### src/rtl/uart_pkg.sv
// Shared UART types and helpers: transmitter state encoding, parity modes, frame sizing.
// States BRK/BRK_END are used only when UART_TX_BREAK_EN is defined.
package uart_pkg;

  typedef enum logic [2:0] {
    IDLE,
    START,
    DATA,
    PAR,
    STOP,
    BRK,
    BRK_END
  } tx_state_t;

  localparam int PAR_NONE = 0;
  localparam int PAR_EVEN = 1;
  localparam int PAR_ODD  = 2;

  // Bits on the line per frame: start + payload + optional parity + stop bits.
  function automatic int frame_bits(input int data_bits, input int parity, input int stop_bits);
    return 1 + data_bits + ((parity != PAR_NONE) ? 1 : 0) + stop_bits;
  endfunction

endpackage

### src/rtl/uart_baud_tick.sv
// Bit-period timer: tick is high while the down-counter sits at zero.
// clr reloads BAUD_DIV-1; with en high the counter decrements and wraps on tick.
module uart_baud_tick #(
  parameter int BAUD_DIV = 2604
) (
  input  logic clk,
  input  logic rst_n,
  input  logic clr,
  input  logic en,
  output logic tick
);

  localparam int CW = (BAUD_DIV > 2) ? $clog2(BAUD_DIV) : 1;
  localparam logic [CW-1:0] RELOAD = CW'(BAUD_DIV - 1);

  logic [CW-1:0] cnt;

  always_ff @(posedge clk) begin
    if (!rst_n) begin
      cnt <= '0;
    end else if (clr) begin
      cnt <= RELOAD;
    end else if (en) begin
      cnt <= (cnt == '0) ? RELOAD : cnt - CW'(1);
    end
  end

  assign tick = (cnt == '0);

endmodule

### src/rtl/uart_tx_cfg.sv
// Configurable UART transmitter: LSB-first frames, optional parity, 1 or 2 stop bits.
// Define UART_TX_BREAK_EN to add the brk input that holds the line low between frames.
module uart_tx_cfg
  import uart_pkg::*;
#(
  parameter int DATA_BITS = 8,
  parameter int BAUD_DIV  = 2604,
  parameter int PARITY    = 0,
  parameter int STOP_BITS = 1
) (
  input  logic                 clk,
  input  logic                 rst_n,
  input  logic                 trmt,
  input  logic [DATA_BITS-1:0] tx_data,
`ifdef UART_TX_BREAK_EN
  input  logic                 brk,
`endif
  output logic                 TX,
  output logic                 tx_done,
  output logic                 busy
);

  if (DATA_BITS < 5 || DATA_BITS > 9) begin : g_bad_data_bits
    $error("uart_tx_cfg: DATA_BITS must be 5..9");
  end
  if (BAUD_DIV < 2) begin : g_bad_baud_div
    $error("uart_tx_cfg: BAUD_DIV must be >= 2");
  end
  if (PARITY < PAR_NONE || PARITY > PAR_ODD) begin : g_bad_parity
    $error("uart_tx_cfg: PARITY must be 0, 1 or 2");
  end
  if (STOP_BITS < 1 || STOP_BITS > 2) begin : g_bad_stop_bits
    $error("uart_tx_cfg: STOP_BITS must be 1 or 2");
  end

  localparam logic [3:0] LAST_BIT  = 4'(DATA_BITS - 1);
  localparam logic       STOP_LAST = (STOP_BITS == 2);

  tx_state_t            state_q, state_n;
  logic [DATA_BITS-1:0] data_q, data_n;
  logic [DATA_BITS-1:0] sh_q, sh_n;
  logic [3:0]           bit_cnt_q, bit_cnt_n;
  logic                 stop_q, stop_n;
  logic                 tx_q, tx_n;
  logic                 done_q, done_n;
  logic                 busy_q, busy_n;
  logic                 clr;
  logic                 tick;
  logic                 par_bit;

  uart_baud_tick #(.BAUD_DIV(BAUD_DIV)) u_baud (
    .clk  (clk),
    .rst_n(rst_n),
    .clr  (clr),
    .en   (busy_q),
    .tick (tick)
  );

  // Parity comes from the copy latched at accept; sh_q is consumed while shifting.
  assign par_bit = (PARITY == PAR_ODD) ? ~^data_q : ^data_q;

  always_comb begin
    state_n   = state_q;
    data_n    = data_q;
    sh_n      = sh_q;
    bit_cnt_n = bit_cnt_q;
    stop_n    = stop_q;
    tx_n      = tx_q;
    done_n    = done_q;
    busy_n    = busy_q;
    clr       = 1'b0;
    case (state_q)
      IDLE: begin
        tx_n   = 1'b1;
        busy_n = 1'b0;
`ifdef UART_TX_BREAK_EN
        if (brk) begin
          state_n = BRK;
          tx_n    = 1'b0;
          busy_n  = 1'b1;
        end else
`endif
        if (trmt) begin
          state_n   = START;
          data_n    = tx_data;
          sh_n      = tx_data;
          bit_cnt_n = '0;
          stop_n    = 1'b0;
          tx_n      = 1'b0;
          done_n    = 1'b0;
          busy_n    = 1'b1;
          clr       = 1'b1;
        end
      end
      START: begin
        if (tick) begin
          state_n   = DATA;
          bit_cnt_n = '0;
          tx_n      = sh_q[0];
          sh_n      = sh_q >> 1;
        end
      end
      DATA: begin
        if (tick) begin
          if (bit_cnt_q == LAST_BIT) begin
            if (PARITY != PAR_NONE) begin
              state_n = PAR;
              tx_n    = par_bit;
            end else begin
              state_n = STOP;
              stop_n  = 1'b0;
              tx_n    = 1'b1;
            end
          end else begin
            bit_cnt_n = bit_cnt_q + 4'd1;
            tx_n      = sh_q[0];
            sh_n      = sh_q >> 1;
          end
        end
      end
      PAR: begin
        if (tick) begin
          state_n = STOP;
          stop_n  = 1'b0;
          tx_n    = 1'b1;
        end
      end
      STOP: begin
        if (tick) begin
          if (stop_q == STOP_LAST) begin
            state_n = IDLE;
            busy_n  = 1'b0;
            done_n  = 1'b1;
          end else begin
            stop_n = 1'b1;
          end
          tx_n = 1'b1;
        end
      end
`ifdef UART_TX_BREAK_EN
      BRK: begin
        // The trailing high bit restarts bit timing from the brk falling edge.
        if (!brk) begin
          state_n = BRK_END;
          tx_n    = 1'b1;
          clr     = 1'b1;
        end
      end
      BRK_END: begin
        if (tick) begin
          state_n = IDLE;
          busy_n  = 1'b0;
        end
      end
`endif
      default: begin
        state_n = IDLE;
        tx_n    = 1'b1;
        busy_n  = 1'b0;
      end
    endcase
  end

  always_ff @(posedge clk) begin
    if (!rst_n) begin
      state_q   <= IDLE;
      data_q    <= '0;
      sh_q      <= '0;
      bit_cnt_q <= '0;
      stop_q    <= 1'b0;
      tx_q      <= 1'b1;
      done_q    <= 1'b0;
      busy_q    <= 1'b0;
    end else begin
      state_q   <= state_n;
      data_q    <= data_n;
      sh_q      <= sh_n;
      bit_cnt_q <= bit_cnt_n;
      stop_q    <= stop_n;
      tx_q      <= tx_n;
      done_q    <= done_n;
      busy_q    <= busy_n;
    end
  end

  assign TX      = tx_q;
  assign tx_done = done_q;
  assign busy    = busy_q;

endmodule

### config.mk
export PLATFORM = sky130hd
export DESIGN_NAME = uart_tx_cfg
export DESIGN_NICKNAME = d
export VERILOG_FILES = /design/src/rtl/uart_pkg.sv /design/src/rtl/uart_baud_tick.sv /design/src/rtl/uart_tx_cfg.sv
export SDC_FILE = /design/constraint.sdc
export NUM_CORES = 1
export LEC_CHECK = 0
export BUFFER_PORTS_ARGS = -buffer_cell sky130_fd_sc_hd__clkbuf_2
export CORE_UTILIZATION = 53
export CTS_CLUSTER_DIAMETER = 200
export DETAILED_ROUTE_END_ITERATION = 10
export PLACE_DENSITY = 0.71
export RECOVER_POWER = 100
export SLEW_MARGIN = 20
export SYNTH_ARGS = -nofsm -noshare
export SYNTH_HDL_FRONTEND = slang
export SYNTH_SLANG_ARGS = --single-unit
export TNS_END_PERCENT = 100
### constraint.sdc
create_clock -name clk -period 2.93 [get_ports clk]
set_input_delay 0 -clock clk [delete_from_list [all_inputs] [get_ports clk]]
set_output_delay 0 -clock clk [all_outputs]
set_load 0.05 [all_outputs]
* Yosys cells after proc, flatten, opt, wreduce, memory -nomap -nowiden
Index checks and enable logic that the tools add are counted.
Storage, ports and cells: memories kept 0, memory bits (writable) 0, bits in registers 31, bits in latches 0, input bits 11, output and inout bits 3, bits in read-only memories 0, logic and storage cells 84
Operators by class: $mul 0, magnitude comparators 0, mux-type cells 42, bitwise logic cells 2, shift-type cells 0, reductions and logical operators 15, add/sub/neg operators 2, divide/modulo/power cells 0, equal/unequal tests 14
Operators with widths (count):
- $mux W12 | 3
- $mux W8 | 4
- $pmux W8 S3 | 1
- $mux W3 | 7
- $mux W1 | 17
- $mux W4 | 4
- $ne A2 B2 Y1 const B | 8
- $pmux W3 S5 | 1
- $logic_not A12 Y1 | 1
- $pmux W4 S3 | 1
- $sub A12 B1 Y12 const B | 1
- $pmux W1 S4 | 2
- $reduce_and A7 Y1 | 1
- $eq A3 B2 Y1 const B | 2
- $reduce_and A3 Y1 | 2
- $reduce_and A6 Y1 | 1
- $reduce_and A5 Y1 | 1
- $add A4 B1 Y4 const B | 1
- $eq A4 B3 Y1 const B | 1
- $reduce_and A4 Y1 | 1
- $reduce_bool A2 Y1 | 2
- $reduce_bool A4 Y1 | 1
- $reduce_or A2 Y1 | 2
- $eq A3 B1 Y1 const B | 1
- other kinds (8) | 9

* Longest topological paths before layout
depth after elaboration 4, mapped depth 7, gate-level depth less buffers 6

* Hierarchy
A second synthesis with hierarchy kept.
Unflattened totals: cells, all modules 167, area total of the unflattened synthesis 1577.8 um^2
Modules (own cells, without submodules):
- uart_tx_cfg | sequential area each 360.3 um^2, instances 1, area an instance 988.4 um^2, cells each 100
- uart_baud_tick | sequential area each 240.2 um^2, instances 1, area an instance 589.3 um^2, cells each 67

* Worst setup path before layout
Ideal clock, no wire load.
path kind flip-flop to flip-flop, start point reg state_q[2], end point reg sh_q[0], path slack 1373 ps, arrival 1435 ps, cell stages (with the launch flop) 7, data required time 2808 ps, clock period less this slack 1557 ps, path buffers 2, setup time 122 ps, path through dfxtp_1 -> buf_6 -> or3b_4 -> o32a_2 -> a21o_1 -> buf_6 -> mux2i_1
On the way: word-level cells in the longest chain between the ends 3, elaborated cells on any way between the ends 10, those cells by class eq/ne: 6; mux: 1; reduce/logical: 3
RTL lines:
- start: declaration | RTL line uart_tx_cfg.sv:39 | tx_state_t state_q, state_n;
- start signal: assignment | RTL line uart_tx_cfg.sv:175 | state_q <= state_n;
- $eq A3 B2 Y1, or another cell as far along | RTL line uart_tx_cfg.sv:72 | case (state_q)
- $ne A2 B2 Y1 (no line) / $reduce_bool A3 Y1 (equally long branches)
- $reduce_and A5 Y1 (no line)
- end signal: assignment | RTL line uart_tx_cfg.sv:177 | sh_q <= sh_n;
- end: declaration | RTL line uart_tx_cfg.sv:41 | logic [DATA_BITS-1:0] sh_q, sh_n;
Parallel ways exist; a longest one is shown, timed or not. A chain may end at the register's enable or synchronous reset.

* Final worst setup path
start point reg u_baud.cnt[0], end point reg sh_q[0]
On the way: word-level cells in the longest chain between the ends 3, elaborated cells on any way between the ends 4, those cells by class eq/ne: 2; reduce/logical: 2
RTL lines:
- start: declaration | RTL line uart_baud_tick.sv:16 | logic [CW-1:0] cnt;
- start signal: assignment | RTL line uart_baud_tick.sv:24 | cnt <= (cnt == '0) ? RELOAD : cnt - CW'(1);
- $logic_not A12 Y1 (*) | RTL line uart_baud_tick.sv:28 | assign tick = (cnt == '0);
- $ne A2 B2 Y1 (no line)
- $reduce_and A5 Y1 (no line) (*)
Every way passes the cells marked *; elsewhere a longest branch is shown, timed or not.

==> impl_metrics.py <==
metrics = {
    "floorplan": {
        "dieWidth_microns": 58.27,
        "count_of_pins_on_the_block_boundary": 14,
        "die_height_microns": 58.27,
        "initial_utilization_pct": 55.41,
        "num_rows": 20,
        "die_area_sq_um": 3395,
        "area_of_the_core_region_sq_um": 3028,
    },
    "sta": {
        "unrepaired_setup_endpoints_after_global_routing": "no",
        "worst_pin_slew_ns": 0.8825,
        "timing.clock.skew_ns": 0.007160,
        "worst_slew_margin_rel_pct": 41.09,
        "setup_viol_count_final": 0,
        "slew_violations": 0,
        "period_needed_ns": 2.388,
        "maximum_frequency_from_static_timing_analysis_mhz": 418.8,
        "hold_violations": 0,
        "tns_ns": 0,
        "period_share_pct": 81.49,
    },
    "route": {
        "antenna_left": 0,
        "drt-vias-per-instance": 5.657,
        "dr.first_iter.drc_count": 70,
        "number_of_vias_in_the_routed_layout": 1403,
        "detail_route.wl_per_cell_microns": 13.54,
        "drt-pass1-iter-count": 4,
        "route.detailed.drc": 0,
        "totalWireLength_microns": 3359,
    },
    "finish": {
        "antennaDiodeCount": 0,
        "stdcell_count": 248,
        "post-route-cell-area_sq_um": 1799,
        "drive_gt1_share_pct": 13.73,
        "flow.area_growth_from_synthesis_pct": 7.234,
        "layout.nets": 217,
    },
    "placed_design": {
        "port-buffer-count": 13,
        "routabilityCongestion": 0.8525,
        "detailedPlacementHpwl_microns": 2381,
        "dp.cells": 238,
        "dpl_cell_area_sq_um": 1725,
    },
    "critical_path": {
        "worst-endpoint-arrival_ns": 2.60,
        "slowest_stage": "sky130_fd_sc_hd__nor4b_1",
        "path_class": "flip-flop to flip-flop",
        "critical_path_required_ns": 3.15,
        "path_buf_inv": 1,
        "critical-path-top-delay-family": "simple AND/OR/NAND/NOR gates",
        "worst_setup_path_start_kind": "flip-flop",
        "crit_chain": "inv_1, ha_1, nor4b_1, nand3_1, a21o_1, mux2i_1",
        "startpoint": "u_baud.cnt[0]",
        "critical-path-max-stage-delay_ns": 0.58,
        "worst-path-max-fanout": 9,
        "critical_path.endpoint_type": "flip-flop",
        "reg2reg_from": "u_baud.cnt[0]",
    },
    "global_route": {
        "pin_count_of_the_biggest_net_entering_global_routing": 28,
        "first_pass_grt_wire_length_microns": 5844,
        "antenna_found_initial": 0,
        "first_global_vias": 1353,
        "gr-usage-all-layers_pct": 22.97,
        "global_route.overflow_total": 0,
    },
    "yosys": {
        "edff_count_synth": 0,
        "total_standard_cell_area_after_synthesis_sq_um": 1678,
        "ys_ff_latch": 30,
        "portion_of_the_post_synthesis_area_used_by_sequential_elements_pct": 35.79,
        "ys_types": 49,
        "post_synth.cell_area_avg_sq_um": 8.694,
        "synth.yosys.warnings": 0,
        "syn-num-nets": 207,
        "ys_async_rst_share_pct": 0,
        "synth_flop_cell": "sky130_fd_sc_hd__dfxtp_1",
        "syn-instance-count": 193,
    },
    "hold_path": {
        "holdCritPathClass": "primary input to flip-flop",
        "timing.hold.worst.start": "tx_data[5]",
    },
    "clock_tree": {
        "root_buffer": "sky130_fd_sc_hd__clkbuf_4",
        "cts_made_buffers": 5,
        "clock_sinks": 30,
        "worst_setup_hold_path_clk_slew_ns": 0.10,
        "clk-insertion-delay-late_ns": 0.33,
        "clk_buf_depth": 2,
        "cts_resized": 0,
        "cts_htree_levels": 2,
        "tritoncts_clock_tree": "yes",
    },
    "power": {
        "ir_worst_vdd_mv": 0.2372,
        "total_power_uw": 998.4,
        "power.density_nw_per_um2": 554.9,
        "power.static_leakage_nw": 0.6758,
    },
    "job": {
        "timing.max_cap.violations": 0,
    },
    "run_status": {
        "result_of_the_run": "completed",
    },
}
[area by class of cell]
| type | count | area (sq um) |
|---|---|---|
| multi-input combinational | 146 | 964.7 |
| fill | 281 | 1229 |
| sequential | 30 | 600.6 |
| clock buffer | 8 | 78.83 |
| timing repair buffer | 15 | 81.33 |
| inverter | 5 | 18.77 |
| tap | 44 | 55.05 |
[path summary, 6_finish.rpt]
path                  end  slack, ns  cells past startpoint
hold / removal    sh_q[5]       0.05                      4
hold reg to reg   sh_q[3]       0.46                      2
setup reg to reg  sh_q[0]       0.54                      6
setup / recovery  sh_q[0]       0.54                      6
[synth_stat cells, types with 5 or more instances]
| master | n | area share, % |
|---|---|---|
| sky130_fd_sc_hd__a21oi_1 | 8 | 2.4 |
| sky130_fd_sc_hd__o21ai_0 | 13 | 3.9 |
| sky130_fd_sc_hd__nand2_1 | 21 | 4.7 |
| sky130_fd_sc_hd__inv_1 | 5 | 1.1 |
| sky130_fd_sc_hd__xor2_1 | 5 | 2.6 |
| sky130_fd_sc_hd__nor3b_1 | 8 | 3.6 |
| sky130_fd_sc_hd__dfxtp_1 | 30 | 36 |
| sky130_fd_sc_hd__clkbuf_1 | 7 | 1.6 |
| sky130_fd_sc_hd__nor2_1 | 20 | 4.5 |
| sky130_fd_sc_hd__xnor2_1 | 5 | 2.6 |
| sky130_fd_sc_hd__a31oi_1 | 5 | 1.9 |
| sky130_fd_sc_hd__o21a_1 | 9 | 4.0 |
| sky130_fd_sc_hd__mux2i_1 | 9 | 5.4 |
[cell usage in the layout (no fill, tap or decap), drive strengths merged, types with 2 or more instances in the layout]
cell type	count
a21oi	9
a31oi	5
clkbuf	21
dfxtp	30
dlygate4sd3	2
ha	3
inv	5
mux2i	9
nand2	21
nand3	3
nand4	2
nor2	20
nor3	2
nor3b	8
nor4	2
nor4b	3
o21a	9
o21ai	13
o22ai	3
or3	4
xnor2	5
xor2	5
[stage by stage]
stage	worst slack, ns	hold slack, ns	util (%)
after floorplan	1.373	0.1582	-
after global placement	0.7208	0.2518	56.98
after detailed placement	0.5889	0.2604	56.98
after CTS	0.5968	0.04190	60.25
after global routing	0.3530	0.05978	59.42
final	0.5423	0.04749	59.42
[state kept, by name, summed over array words and instances (netlist names)]
name        flops
busy            1
state_q         3
bit_cnt_q       4
TX              1
tx_done         1
u_baud.cnt     12
sh_q            8
[kinds of logic after synthesis]
kind of cell	Yosys count	share of synthesized area (%)
and+or+nand+nor	75	26.92
AOI/OAI and AO/OA	49	19.02
DFF	30	35.79
buffers and inverters	17	5.444
xor gates and xnor gates	10	5.220
muxes	9	5.369
adders and majority gates	3	2.237
[worst reg2reg max path, delay by kind of cell, from the launching register on]
kind | cells | cell delay [ns]
flip-flops | 1 | 0.35
AND/OR/NAND/NOR | 2 | 1.05
multiplexers | 1 | 0.18
buffers and inverters | 1 | 0.12
AO/OA/AOI/OAI | 1 | 0.42
adder cells (fa/ha/maj) | 1 | 0.16
[timing repair]
action | in CTS | in global routing
endpoints found under the setup margin | 0 | 0
endpoints found under the hold margin | 2 | 0
hold buffers | 2 | 0
buffers inserted | 0 | 0
[power by group]
group / switching [mW] / internal, mW / total (mW)
Sequential: 0.0317 / 0.439 / 0.471
Combinational: 0.125 / 0.0917 / 0.217
Clock: 0.146 / 0.164 / 0.310
Total: 0.304 / 0.695 / 0.998
[per-layer routing]
layer | track usage [%] | part of all wire (%) | vias up | wire length [microns]
li1 | - | - | 708 | -
met1 | 25.55 | 43 | 664 | 1441
met2 | 40.39 | 51 | 27 | 1718
met3 | 7.366 | 4.4 | 4 | 148
met4 | 9.184 | 1.5 | 0 | 52
met5 | 0 | 0 | - | 0
Note: power is estimated with default switching activity, not from simulation.
